File: src/rtl/stream_mod_pkg.sv
// Shared definitions for the serial divisibility checker: divisor limits,
// remainder-width helper and the per-lane state record.
package stream_mod_pkg;

   localparam int MAX_DIVISOR = 255;

   function automatic int rem_w(input int divisor);
      return $clog2(divisor);
   endfunction

   localparam int MAX_REM_W = rem_w(MAX_DIVISOR);

   // Sized for the largest legal divisor; a lane only ever writes the low
   // rem_w(DIVISOR) bits, so the upper bits stay zero and synthesise away.
   typedef struct packed {
      logic [MAX_REM_W-1:0] rem;
      logic                 seen;
   } lane_state_t;

endpackage : stream_mod_pkg

File: src/rtl/stream_mod_checker_mod_lane.sv
// One channel of the divisibility checker: running remainder, seen flag and
// the next-remainder modulo. rem_out exists only with STREAM_MOD_REM_OUT_EN.
module mod_lane
   import stream_mod_pkg::*;
#(
   parameter  int BEAT_W  = 1,
   parameter  int DIVISOR = 3,
   localparam int REM_W   = rem_w(DIVISOR)
) (
   input  logic              clk,
   input  logic              resetn,
   input  logic              din_valid,
   input  logic [BEAT_W-1:0] din,
   input  logic              clear,
   output logic              dout,
   output logic              dout_valid
`ifdef STREAM_MOD_REM_OUT_EN
   ,
   output logic [REM_W-1:0]  rem_out
`endif
);

   // REM_W+BEAT_W always holds (DIVISOR-1)*2^BEAT_W + (2^BEAT_W-1), and also
   // DIVISOR itself, so neither the shift nor the divisor constant overflows.
   localparam int WIDE_W = REM_W + BEAT_W;

   lane_state_t       r_state;
   logic              r_dout_valid;

   lane_state_t       w_state_next;
   logic [REM_W-1:0]  w_rem_base;
   logic [WIDE_W-1:0] w_wide;
   logic [WIDE_W-1:0] w_mod;
   logic [REM_W-1:0]  w_rem_next;

   // NOTE: every signal written here is given a default first, so no path
   // leaves one unassigned and no latch is inferred.
   always_comb begin
      w_state_next = r_state;
      // A clear that coincides with a beat makes that beat the first digit.
      w_rem_base   = clear ? '0 : r_state.rem[REM_W-1:0];
      w_wide       = {w_rem_base, din};
      w_mod        = w_wide % WIDE_W'(DIVISOR);
      w_rem_next   = REM_W'(w_mod);
      if (din_valid) begin
         w_state_next.rem  = MAX_REM_W'(w_rem_next);
         w_state_next.seen = 1'b1;
      end else if (clear) begin
         w_state_next.rem  = '0;
         w_state_next.seen = 1'b0;
      end
   end

   // NOTE: state registers use non-blocking assignments so every flop samples
   // pre-edge values; the async reset clears them without waiting for clk.
   always_ff @(posedge clk or negedge resetn) begin
      if (!resetn) begin
         r_state      <= '0;
         r_dout_valid <= 1'b0;
      end else begin
         r_state      <= w_state_next;
         r_dout_valid <= din_valid;
      end
   end

   // The zero held after reset or a bare clear is not a number, hence seen.
   assign dout       = r_state.seen & (r_state.rem == '0);
   assign dout_valid = r_dout_valid;

`ifdef STREAM_MOD_REM_OUT_EN
   assign rem_out = r_state.rem[REM_W-1:0];
`endif

endmodule : mod_lane

File: config.mk
export PLATFORM = sky130hd
export DESIGN_NAME = mod_lane
export DESIGN_NICKNAME = d
export VERILOG_FILES = /design/src/rtl/stream_mod_pkg.sv /design/src/rtl/stream_mod_checker_mod_lane.sv
export SDC_FILE = /design/constraint.sdc
export NUM_CORES = 1
export LEC_CHECK = 0
export CAP_MARGIN = 30
export CORE_AREA = 5 5 42 44
export CTS_BUF_LIST = sky130_fd_sc_hd__clkbuf_8
export CTS_CLUSTER_DIAMETER = 50
export DETAILED_ROUTE_END_ITERATION = 7
export DIE_AREA = 0 0 47 49
export PLACE_DENSITY = 0.37
export REMOVE_ABC_BUFFERS = 1
export SETUP_SLACK_MARGIN = 0.4
export SLEW_MARGIN = 30
export SYNTH_ARGS = -nofsm -noshare
export SYNTH_HDL_FRONTEND = slang
export SYNTH_SLANG_ARGS = --single-unit
File: constraint.sdc
create_clock -name clk -period 2.4 [get_ports clk]
set_input_delay 0.48 -clock clk [delete_from_list [all_inputs] [get_ports clk]]
set_output_delay 0.48 -clock clk [all_outputs]
set_load 0.02 [all_outputs]
==> results of run 1 <==
[per-stage QoR]
stage | total power, uW | utilization (%) | instances
after global placement | 126 | 22.4 | 46
after detailed placement | 127 | 22.4 | 46
after floorplan | 104 | - | 24
after CTS | 269 | 25.4 | 49
final | 262 | 25.5 | 49
after global routing | 275 | 25.5 | 49
[cell type report]
type,instances,area [um^2]
Multi-Input combinational cell,17,123
Sequential cell,4,100
Inverter,3,11.3
Clock buffer,3,41.3
Timing Repair Buffer,6,62.6
Fill cell,163,1040
Tap cell,16,20.0
[worst max-delay path by stage]
stage,start,endpoint,slack (ns),cells after the start
detailed placement,clear,r_state[1]$_DFFE_PN0P_,0.39,6
global route,clear,r_state[1]$_DFFE_PN0P_,0.45,6
global placement,clear,r_state[1]$_DFFE_PN0P_,0.42,6
floorplan,r_state[2]$_DFFE_PN0P_,dout,1.0,1
CTS,r_state[2]$_DFFE_PN0P_,dout,0.42,2
finish,clear,r_state[1]$_DFFE_PN0P_,0.61,6
[cells in the final DEF, fill, tap and decap left out]
cell type / instances
nor2b_1: 2
inv_1: 3
o21bai_1: 1
dlymetal6s2s_1: 1
o21ai_1: 2
o22ai_1: 1
o221ai_1: 1
nor2_1: 1
a311oi_1: 1
clkbuf_8: 3
or2b_1: 1
dfrtp_1: 4
and2b_1: 1
nor3_1: 1
a21oi_1: 2
clkdlybuf4s50_1: 5
nor4bb_1: 1
ha_1: 1
nor3b_2: 1
[layer usage]
metal | GRT usage [%] | vias to the layer above | share of wire [%]
li1 | - | 106 | -
met5 | 0 | - | 0
met2 | 7.47 | 7 | 49
met1 | 5.97 | 100 | 41
met4 | 9.68 | 0 | 3.5
met3 | 0.369 | 2 | 5.6
[registers in the layout, summed over array words and instances (netlist names)]
signal      cells
r_state         3
dout_valid      1
[cell families (layout without fill, tap and decap cells)]
kind of cell / after synthesis / after routing / share of synthesized area, %
adder cells (fa/ha/maj): 1 / 1 / 5.35
flip-flops: 4 / 4 / 42.8
buffers and inverters: 3 / 12 / 4.81
AND/OR/NAND/NOR: 8 / 8 / 25.1
AO/OA/AOI/OAI: 8 / 8 / 21.9
[power by group through the flow]
stage	combinational (uW)	sequential, uW	clock, uW
after global placement	44.7	81.0	0
after floorplan	24.0	80.4	0
after CTS	45.7	81.1	142
final	44.3	80.7	137
after detailed placement	45.4	81.8	0
after global routing	49.6	81.5	144
[what timing repair did]
item                                    in CTS  in global routing
hold buffers                                 0                  0
resized for setup                            0                  1
endpoints found under the setup margin       0                  1
==> metrics.md, run 1 <==
| Metric | Value |
|---|---|
| Status | finished clean |
| Vias | ~220 |
| Clock power share | 52.2% |
| Detailed Routing Iterations Pass 1 | 2 |
| GR Overflow Total | 0 |
| Clock Skew | 0.00114 ns |
| Reg2reg setup slack | roughly 0.93 ns |
| Routed Antenna Nets | 0 |
| Root Buffer | clkbuf_8 |
| Pin slew with the least headroom to its limit | 0.227 ns |
| Mean area per synthesized cell | approximately 9.7 um^2 |
| Post-route DRC | 0 |
| Final Max Slew Viols | 0 |
| IO Port Bufs | 6 |
| Die height | about 50 um |
| Reg2reg path depth | 5 |
| Vias in the first global route | 226 |
| CTS tree | done |
| First-pass GRT wire length | 869 um |
| Postcts setup bufs | 0 |
| PwrDens | 731 nW/um^2 |
| Sequential power share | 30.9% |
| Internal | 204 uW |
| Starting Density | between 10% and 20% |
| H-tree depth | 1 |
| Synth warnings | 0 |
| Initial antenna violation count | 0 |
| Area growth syn-to-layout | 52.9% |
| Cell Area, Synth | 234 um^2 |
| Syn Inst Count | 24 |
| Cell variety after synth | 16 |
| VDD IR max | 0.000194 V |
| Tmin final | 1.79 ns |
| Synth cell count leaders | 4 x dfrtp_1, 3 x inv_1, 2 x a21oi_1, 2 x nor2b_1, 2 x o21ai_1 |
| CP Cell Sequence | clkdlybuf4s50_1, nor3b_2, ha_1, nor2b_1, a311oi_1, o22ai_1 |
| Switch share | 22.1% |
| Design area | 358 um^2 |
| Placed wire-length estimate | about 420 um |
| Hold slack | 0.475 ns |
| Max Cap Violations | 0 |
| Clock Path Buffers | 2 |
| CTS Buf Count | 3 |
| Gr usage total | under 10% |
| Slew headroom | a little over four fifths |
| Leakage Power | 0.000163 uW |
| Buf/Inv on CP | 1 |
| Largest net degree at the start of global routing | 8 |
| Worst Path Max Fanout | 5 |
| Nets@finish | between 40 and 50 |
| Layout cells sized above 1 | about an eighth |
| Most frequent cell after synthesis | dfrtp_1 |
| Wirelength per Cell | 11.0 um |
| Post-DP Area | between 300 and 400 um^2 |
| R2R Path End | r_state[1]$_DFFE_PN0P_ |
| Maximum operating frequency | roughly 560 MHz |
| Synth Flop Type | dfrtp_1 |
| Die Footprint | between 2000 and 2500 um^2 |
| CP arrival | around 1.9 ns |
| EDFF count, synth | 0 |
| CTS sink count | 4 |
| Max stage delay on crit path | 0.49 ns |
| Critical Path RT | between 2 and 2.5 ns |
| Row cnt | 14 |
| DR iter-0 viols | 3 |
| WS Path Type | in2reg |
| Placer Congestion | 0.752 |
| Via-to-Cell Ratio | approximately 4.4 |
| FF+latch count, synth | 4 |
| Critical-path top delay cell | clkdlybuf4s50_1 |
| Die W | approximately 47 um |
| WL final | 540 um |
| CP startpoint kind | input port |
| Setup tns final | 0 ns |
| Clock transition at path regs | 0.03 ns |
| DP Worst Slack | between 0.3 and 0.4 ns |
| Clk_lat worst skew | 0.21 ns |
| Diodes inserted | 0 |
| RSZ-0062 raised after global routing | no |
| Final cycle utilization of the critical path | 74.7% |
| Post-synthesis sequential area ratio | between 40% and 50% |
| Largest cells by area after synthesis | dfrtp_1 43%, ha_1 5.3%, nor2b_1 5.3%, nor3b_2 5.3%, inv_1 4.8% |
| Area share of the largest cell type after synthesis | between 40 and 50% |
| Worst setup EP type | register |
| Post-route worst setup slack | 0.608 ns |
| Final Hold Vio Count | 0 |
| Core Area | between 1000 and 1500 um^2 |
| Final setup viols | 0 |
| Io pins | 7 |
| Worst reg2reg startpoint | r_state[2]$_DFFE_PN0P_ |
| Ys async rst share | 100% |
| Sw Pwr | 57.7 uW |
| CP delay by family, top | buffers and inverters |
| Yosys top cell by area | dfrtp_1 |
| Gate power share | 16.9% |
| Hold WC Path Type | in2async |
No activity file was read; power rests on OpenSTA's default activity.
==> run 2, diff against run 1 <==
clock period = 1.8 ns   (was 2.4 ns; I/O delays follow)
==> run 2 against run 1 <==
Wire length is 21% higher. Sequential power is 26% higher. Hold slack worse by 0.13 ns. Critical path depth stayed put. Sequential cell count stayed put. Non-clock buffer count is 7 higher. Global-route usage is 0.94 points higher. Setup slack worse by 0.28 ns. Clock-buffer cell count stayed put. First-iteration DRC count is 33% higher. Largest cell class unchanged. Highest routed layer unchanged.
==> metrics.md, run 2 (same netlist as run 1, synthesis figures left out) <==
| Metric | Value |
|---|---|
| Status | finished clean |
| Row cnt | 14 (unchanged) |
| Clock transition at path regs | 0.03 ns (about the same) |
| Root Buffer | clkbuf_8 |
| Final Hold Vio Count | 0 (unchanged) |
| Routing usage on met1 | 6.92% (+0.95 points) |
| GR Overflow Total | 0 (unchanged) |
| H-tree depth | 1 (unchanged) |
| Critical Path RT | 1.89 ns (-0.59 ns) |
| Pin slew with the least headroom to its limit | 0.362 ns (+0.135 ns) |
| Post-route worst setup slack | 0.331 ns (-0.277 ns) |
| Initial antenna violation count | 0 (unchanged) |
| Leakage Power | 0.000194 uW (+19%) |
| IO Port Bufs | 6 (unchanged) |
| Area growth syn-to-layout | 80.2% |
| DR iter-0 viols | 4 (+1) |
| R2R Path End | r_state[1]$_DFFE_PN0P_ |
| Die W | 47 um (unchanged) |
| Max stage delay on crit path | 0.39 ns (-0.10 ns) |
| Tot Pwr | 377 uW (+44%) |
| Most frequent cells in the layout | 6 x buf_4, 4 x dfrtp_1, 3 x inv_1, 3 x clkbuf_8, 3 x clkdlybuf4s50_1 |
| Post-CTS Hold Buffers | 0 (unchanged) |
| Tmin final | between 1 and 1.5 ns |
| Max Cap Violations | 0 (unchanged) |
| CP arrival | 1.56 ns (-0.32 ns) |
| Layout cells sized above 1 | 37.5% (+25 points) |
| CTS sink count | 4 (unchanged) |
| Leading cell type in the layout, fill and taps excluded | buf_4 |
| Die height | 49 um (unchanged) |
| Multi-input combinational cell area | 140 um^2 (+14%) |
| Diodes inserted | 0 (unchanged) |
| CP startpoint kind | register |
| DP Worst Slack | -0.0553 ns (-0.442 ns) |
| Met3 usage | 0% (-0.37 points) |
| Most used routing layer | met2 |
| CP delay by family, top | flip-flops |
| Slew headroom | 75.5% (-9.1 points) |
| Final cycle utilization of the critical path | 81.6% |
| Buf/Inv on CP | 1 (unchanged) |
| Detailed Routing Iterations Pass 1 | 4 (+2) |
| Wirelength per Cell | 11.6 um (+5.6%) |
| Nets@finish | 48 (+17%) |
| CP Cell Sequence | buf_6, nor3b_4, ha_2, nor2b_2, a311oi_2, o22ai_1 |
| Final setup viols | 0 (unchanged) |
| Worst path depth | 6 (unchanged) |
| Hold WC Path Type | in2async |
| Fill cells | 157 (-3.7%) |
| VDD IR max | 0.000184 V (-5.3%) |
| Reg2reg setup slack | 0.33 ns (-0.60 ns) |
| First-pass GRT wire length | 1050 um (+21%) |
| Worst Path Max Fanout | 3 (-2) |
| Core Area | 1400 um^2 (unchanged) |
| Vias in the first global route | 261 (+15%) |
| Vias | 247 (+15%) |
| CTS Buf Count | 3 (unchanged) |
| Met2 usage | 9.73% (+2.3 points) |
| Largest net degree at the start of global routing | 7 (-1) |
| Worst setup EP type | register |
| Via-to-Cell Ratio | 4.41 (+0.52%) |
| Sequential cell area | 100 um^2 (unchanged) |
| Post-route DRC | 0 (unchanged) |
| Critical-path top delay cell | dfrtp_1 |
| Placed wire-length estimate | 451 um (+8.0%) |
| Reg with most FFs | r_state |
| Routed Antenna Nets | 0 (unchanged) |
| Maximum operating frequency | 681 MHz |
| CTS tree | done |
| RSZ-0062 raised after global routing | yes |
| Final Max Slew Viols | 0 (unchanged) |
| Placer Congestion | 0.833 (+11%) |
| Worst reg2reg startpoint | r_state[2]$_DFFE_PN0P_ |
| WS Path Type | reg2reg |
| Reg2reg path depth | 6 (+1) |
| Starting Density | 16.7% (unchanged) |
| WL final | 652 um (+21%) |
| Die Footprint | 2300 um^2 (unchanged) |
| Max reg flops | 3 (unchanged) |
| Setup tns final | 0 ns (unchanged) |
| PwrDens | 895 nW/um^2 (+22%) |
| Clock Path Buffers | 2 (unchanged) |
| Gr usage total | 6.72% (+0.94 points) |
| Hold slack | 0.345 ns (-0.130 ns) |
| Io pins | 7 (unchanged) |
| Clk_lat worst skew | 0.21 ns (about the same) |
| Clock Skew | 0.000187 ns (-0.000956 ns) |
==> run 2: layer usage <==
layer / up-vias / wire length [um] / share of wire [%]
met3: 4 / 34 / 5.2
met4: 0 / 42 / 6.4
met1: 115 / 260 / 40
met2: 9 / 315 / 48
li1: 119 / - / -
met5: - / 0 / 0
==> run 2: final cells by class <==
class,instances,area share [%]
multi-input cells,17,33.2
repair buffers,13,25.8
flip-flops and latches,4,23.7
clock buffers,3,9.79
well taps,16,4.75
inverters,3,2.67
==> run 2: through the flow <==
step | utilization [%] | cell area [um^2] | instances
finish | 30.1 | 422 | 56
global route | 30.1 | 422 | 56
CTS | 30.1 | 422 | 56
detailed placement | 25.1 | 352 | 51
global placement | 25.1 | 352 | 51
floorplan | - | 234 | 24
==> run 2: worst max path at each step <==
stage	to	from	slack, ns
floorplan	r_state[1]$_DFFE_PN0P_	r_state[2]$_DFFE_PN0P_	0.46
global placement	r_state[1]$_DFFE_PN0P_	clear	-0.01
detailed placement	r_state[1]$_DFFE_PN0P_	clear	-0.06
CTS	r_state[1]$_DFFE_PN0P_	r_state[2]$_DFFE_PN0P_	0.32
global route	r_state[1]$_DFFE_PN0P_	r_state[2]$_DFFE_PN0P_	0.25
finish	r_state[1]$_DFFE_PN0P_	r_state[2]$_DFFE_PN0P_	0.33
==> run 2: power breakdown <==
group	internal (uW)	switching, uW
clock	142	44.4
combinational	47.4	40.9
sequential	98.2	4.15
total	288	89.4
==> run 2: worst reg2reg max path, stage by stage (launching register included) <==
cell,delay [ns]
dfrtp_1,0.39
buf_6,0.13
nor3b_4,0.19
ha_2,0.24
nor2b_2,0.06
a311oi_2,0.21
o22ai_1,0.12
==> run 2: repair_timing <==
item / 4_1_cts / 5_1_grt
hold endpoints to repair: 0 / 0
pin swaps: 5 / 2
buffers inserted: 2 / 0
setup endpoints to repair: 4 / 3
gates resized for setup: 10 / 2
==> run 3, diff against run 2 <==
PLACE_DENSITY = 0.38   (was 0.37)
clock period = 1.2 ns   (was 1.8 ns; I/O delays follow)
==> run 3 against run 2 <==
The run now ends with setup timing left. First-iteration DRC count down 50%. Hold slack worse by 0.11 ns. Power up 51%. Non-clock buffer count up 4. Combinational power up 51%. Global-route usage up 0.40 points. Core utilization up 1.1 points. Clock-buffer cell count unchanged. Cell count up 7.1%. Register-to-register slack worse by 0.45 ns. Critical path depth unchanged. Wire length down 1.1%. Critical endpoint is now r_state[2]$_DFFE_PN0P_. Largest cell class is now buffers. Largest power group unchanged.
==> metrics.md, run 3 (same netlist as run 1, synthesis figures left out) <==
| Metric | Value |
|---|---|
| Routed Antenna Nets | 0 (unchanged) |
| Final Max Slew Viols | 0 (unchanged) |
| Final cycle utilization of the critical path | 110% (+28 points) |
| Pin slew with the least headroom to its limit | 0.224 ns (-0.139 ns) |
| Vias in the first global route | 298 (+14%) |
| Clock Skew | 0.00330 ns (+0.00312 ns) |
| Max Cap Violations | 0 (unchanged) |
| Critical-path top delay cell | dfrtp_1 |
| Most frequent cells in the layout | 12 x buf_4, 4 x dfrtp_1, 3 x clkbuf_8 |
| Post-route DRC | 0 (unchanged) |
| PwrDens | 1300 nW/um^2 (+46%) |
| Largest net degree at the start of global routing | 6 (-1) |
| Tmin final | 1.32 ns (-0.149 ns) |
| H-tree depth | 1 (unchanged) |
| Max stage delay on crit path | 0.40 ns (about the same) |
| Die W | 47 um (unchanged) |
| Post-DP Area | 382 um^2 (+8.5%) |
| Worst Path Max Fanout | 3 (unchanged) |
| Clk_lat worst skew | 0.22 ns (about the same) |
| Row cnt | 14 (unchanged) |
| Area growth syn-to-layout | 86.6% |
| Leading cell type in the layout, fill and taps excluded | buf_4 |
| Internal | 438 uW (+52%) |
| Design area | 437 um^2 (+3.6%) |
| IO Port Bufs | 6 (unchanged) |
| Nets@finish | 52 (+8.3%) |
| Slew headroom | 84.9% (+9.4 points) |
| Fin cells | 60 (+7.1%) |
| Clock power share | 49.3% (-0.2 points) |
| First-pass GRT wire length | 1130 um (+7.9%) |
| WS Path Type | reg2reg |
| Vias | 261 (+5.7%) |
| RSZ-0062 raised after global routing | yes |
| Critical Path RT | 1.29 ns (-0.60 ns) |
| Clock Path Buffers | 2 (unchanged) |
| Worst setup EP type | register |
| GR Overflow Total | 0 (unchanged) |
| Sequential power share | 27.3% (+0.2 points) |
| Maximum operating frequency | 757 MHz (+11%) |
| Post-CTS Hold Buffers | 0 (unchanged) |
| Initial antenna violation count | 0 (unchanged) |
| CP startpoint kind | register |
| CP delay by family, top | flip-flops |
| Clock transition at path regs | 0.03 ns (about the same) |
| Via-to-Cell Ratio | 4.35 (-1.4%) |
| CTS Buf Count | 3 (unchanged) |
| CTS tree | done |
| CP arrival | 1.41 ns (-0.15 ns) |
| Switch share | 23.2% (-0.53 points) |
| Max reg flops | 3 (unchanged) |
| Diodes inserted | 0 (unchanged) |
| Wirelength per Cell | 10.8 um (-7.7%) |
| Placed wire-length estimate | 524 um (+16%) |
| Buf/Inv on CP | 1 (unchanged) |
| WL final | 645 um (-1.1%) |
| Final Hold Vio Count | 0 (unchanged) |
| CP Cell Sequence | nor3b_2, ha_2, buf_4, nor2_1, o221ai_1, o21ai_1 |
| Io pins | 7 (unchanged) |
| Reg with most FFs | r_state |
| Sw Pwr | 132 uW (+48%) |
| VDD IR max | 0.000312 V (+70%) |
| CTS sink count | 4 (unchanged) |
| Core Area | 1400 um^2 (unchanged) |
| Tot Pwr | 570 uW (+51%) |
| Final setup viols | 2 (+2) |
| DR iter-0 viols | 2 (-2) |
| Die Footprint | 2300 um^2 (unchanged) |
| Root Buffer | clkbuf_8 |
| Leakage Power | 0.000211 uW (+8.9%) |
| Post-route worst setup slack | -0.120 ns (-0.451 ns) |
| Detailed Routing Iterations Pass 1 | 2 (-2) |
| Hold WC Path Type | in2async |
| Starting Density | 16.7% (unchanged) |
| Inst Count DP | 55 (+7.8%) |
| Failing checks | setup timing |
| Gr usage total | 7.12% (+0.40 points) |
| Status | finished with violations |
| Layout cells sized above 1 | 43.2% (+5.7 points) |
| Placer Congestion | 0.793 (-4.8%) |
| Die height | 49 um (unchanged) |
| Gate power share | 23.3% (about the same) |
| DP Worst Slack | -0.483 ns (-0.427 ns) |
==> run 3: cell types whose count changed in the layout (fill, tap and decap cells not counted), sizes merged <==
cell	change
clkdlybuf4s50	-1
buf	+5
==> run 3: final timing paths <==
kind	start	cells after the start	slack, ns	end
worst max-delay path	r_state[2]$_DFFE_PN0P_	6	-0.12	r_state[2]$_DFFE_PN0P_
worst max register to register	r_state[2]$_DFFE_PN0P_	6	-0.12	r_state[2]$_DFFE_PN0P_
max in group asynchronous	resetn	1	0.79	dout_valid$_DFF_PN0_
min in group clk	din_valid	2	0.44	dout_valid$_DFF_PN0_
worst min register to register	r_state[0]$_DFFE_PN0P_	3	0.60	r_state[0]$_DFFE_PN0P_
worst min-delay path	resetn	1	0.23	r_state[0]$_DFFE_PN0P_
==> run 3: per-stage QoR <==
step                      hold slack (ns)  util, %  TNS (ns)
after detailed placement            0.460     27.2     -1.22
after global routing                0.257     31.2    -0.421
final                               0.232     31.2    -0.240
after global placement              0.457     27.2     -1.17
after CTS                           0.228     30.4    -0.278
after floorplan                   -0.0556        -    -0.140
==> run 3: worst reg2reg max path: cells and delay by family, from the launching register on <==
family | cells | cell delay [ns]
flops | 1 | 0.40
buf+inv | 1 | 0.11
compound gates | 2 | 0.22
fa+ha+maj | 1 | 0.21
simple gates | 2 | 0.25
==> run 3: timing repair <==
action	in CTS	in global routing
resized for setup	14	2
pin swaps	6	0
endpoints found under the setup margin	5	5
buffers inserted	1	1
==> run 3: power by group through the flow <==
stage	sequential, uW	clock (uW)	combinational, uW
finish	156	281	133
CTS	156	293	126
floorplan	161	0	47.9
global placement	157	0	126
detailed placement	158	0	126
global route	157	293	148
==> run 3: layer usage <==
layer  up-vias  part of all wire, %  wire length (um)  GRT usage, %
met1       120                   38               247          6.62
met2        10                   48               308          10.2
met5         -                    0                 0             0
met4         0                  3.6                23          6.91
met3         4                   10                65          4.06
li1        127                    -                 -             -
==> run 3: cell type report <==
| cell class | instances | area [um^2] |
|---|---|---|
| Clock buffer | 3 | 41.3 |
| Fill cell | 155 | 965 |
| Inverter | 3 | 11.3 |
| Multi-Input combinational cell | 17 | 125 |
| Sequential cell | 4 | 100 |
| Tap cell | 16 | 20.0 |
| Timing Repair Buffer | 17 | 139 |
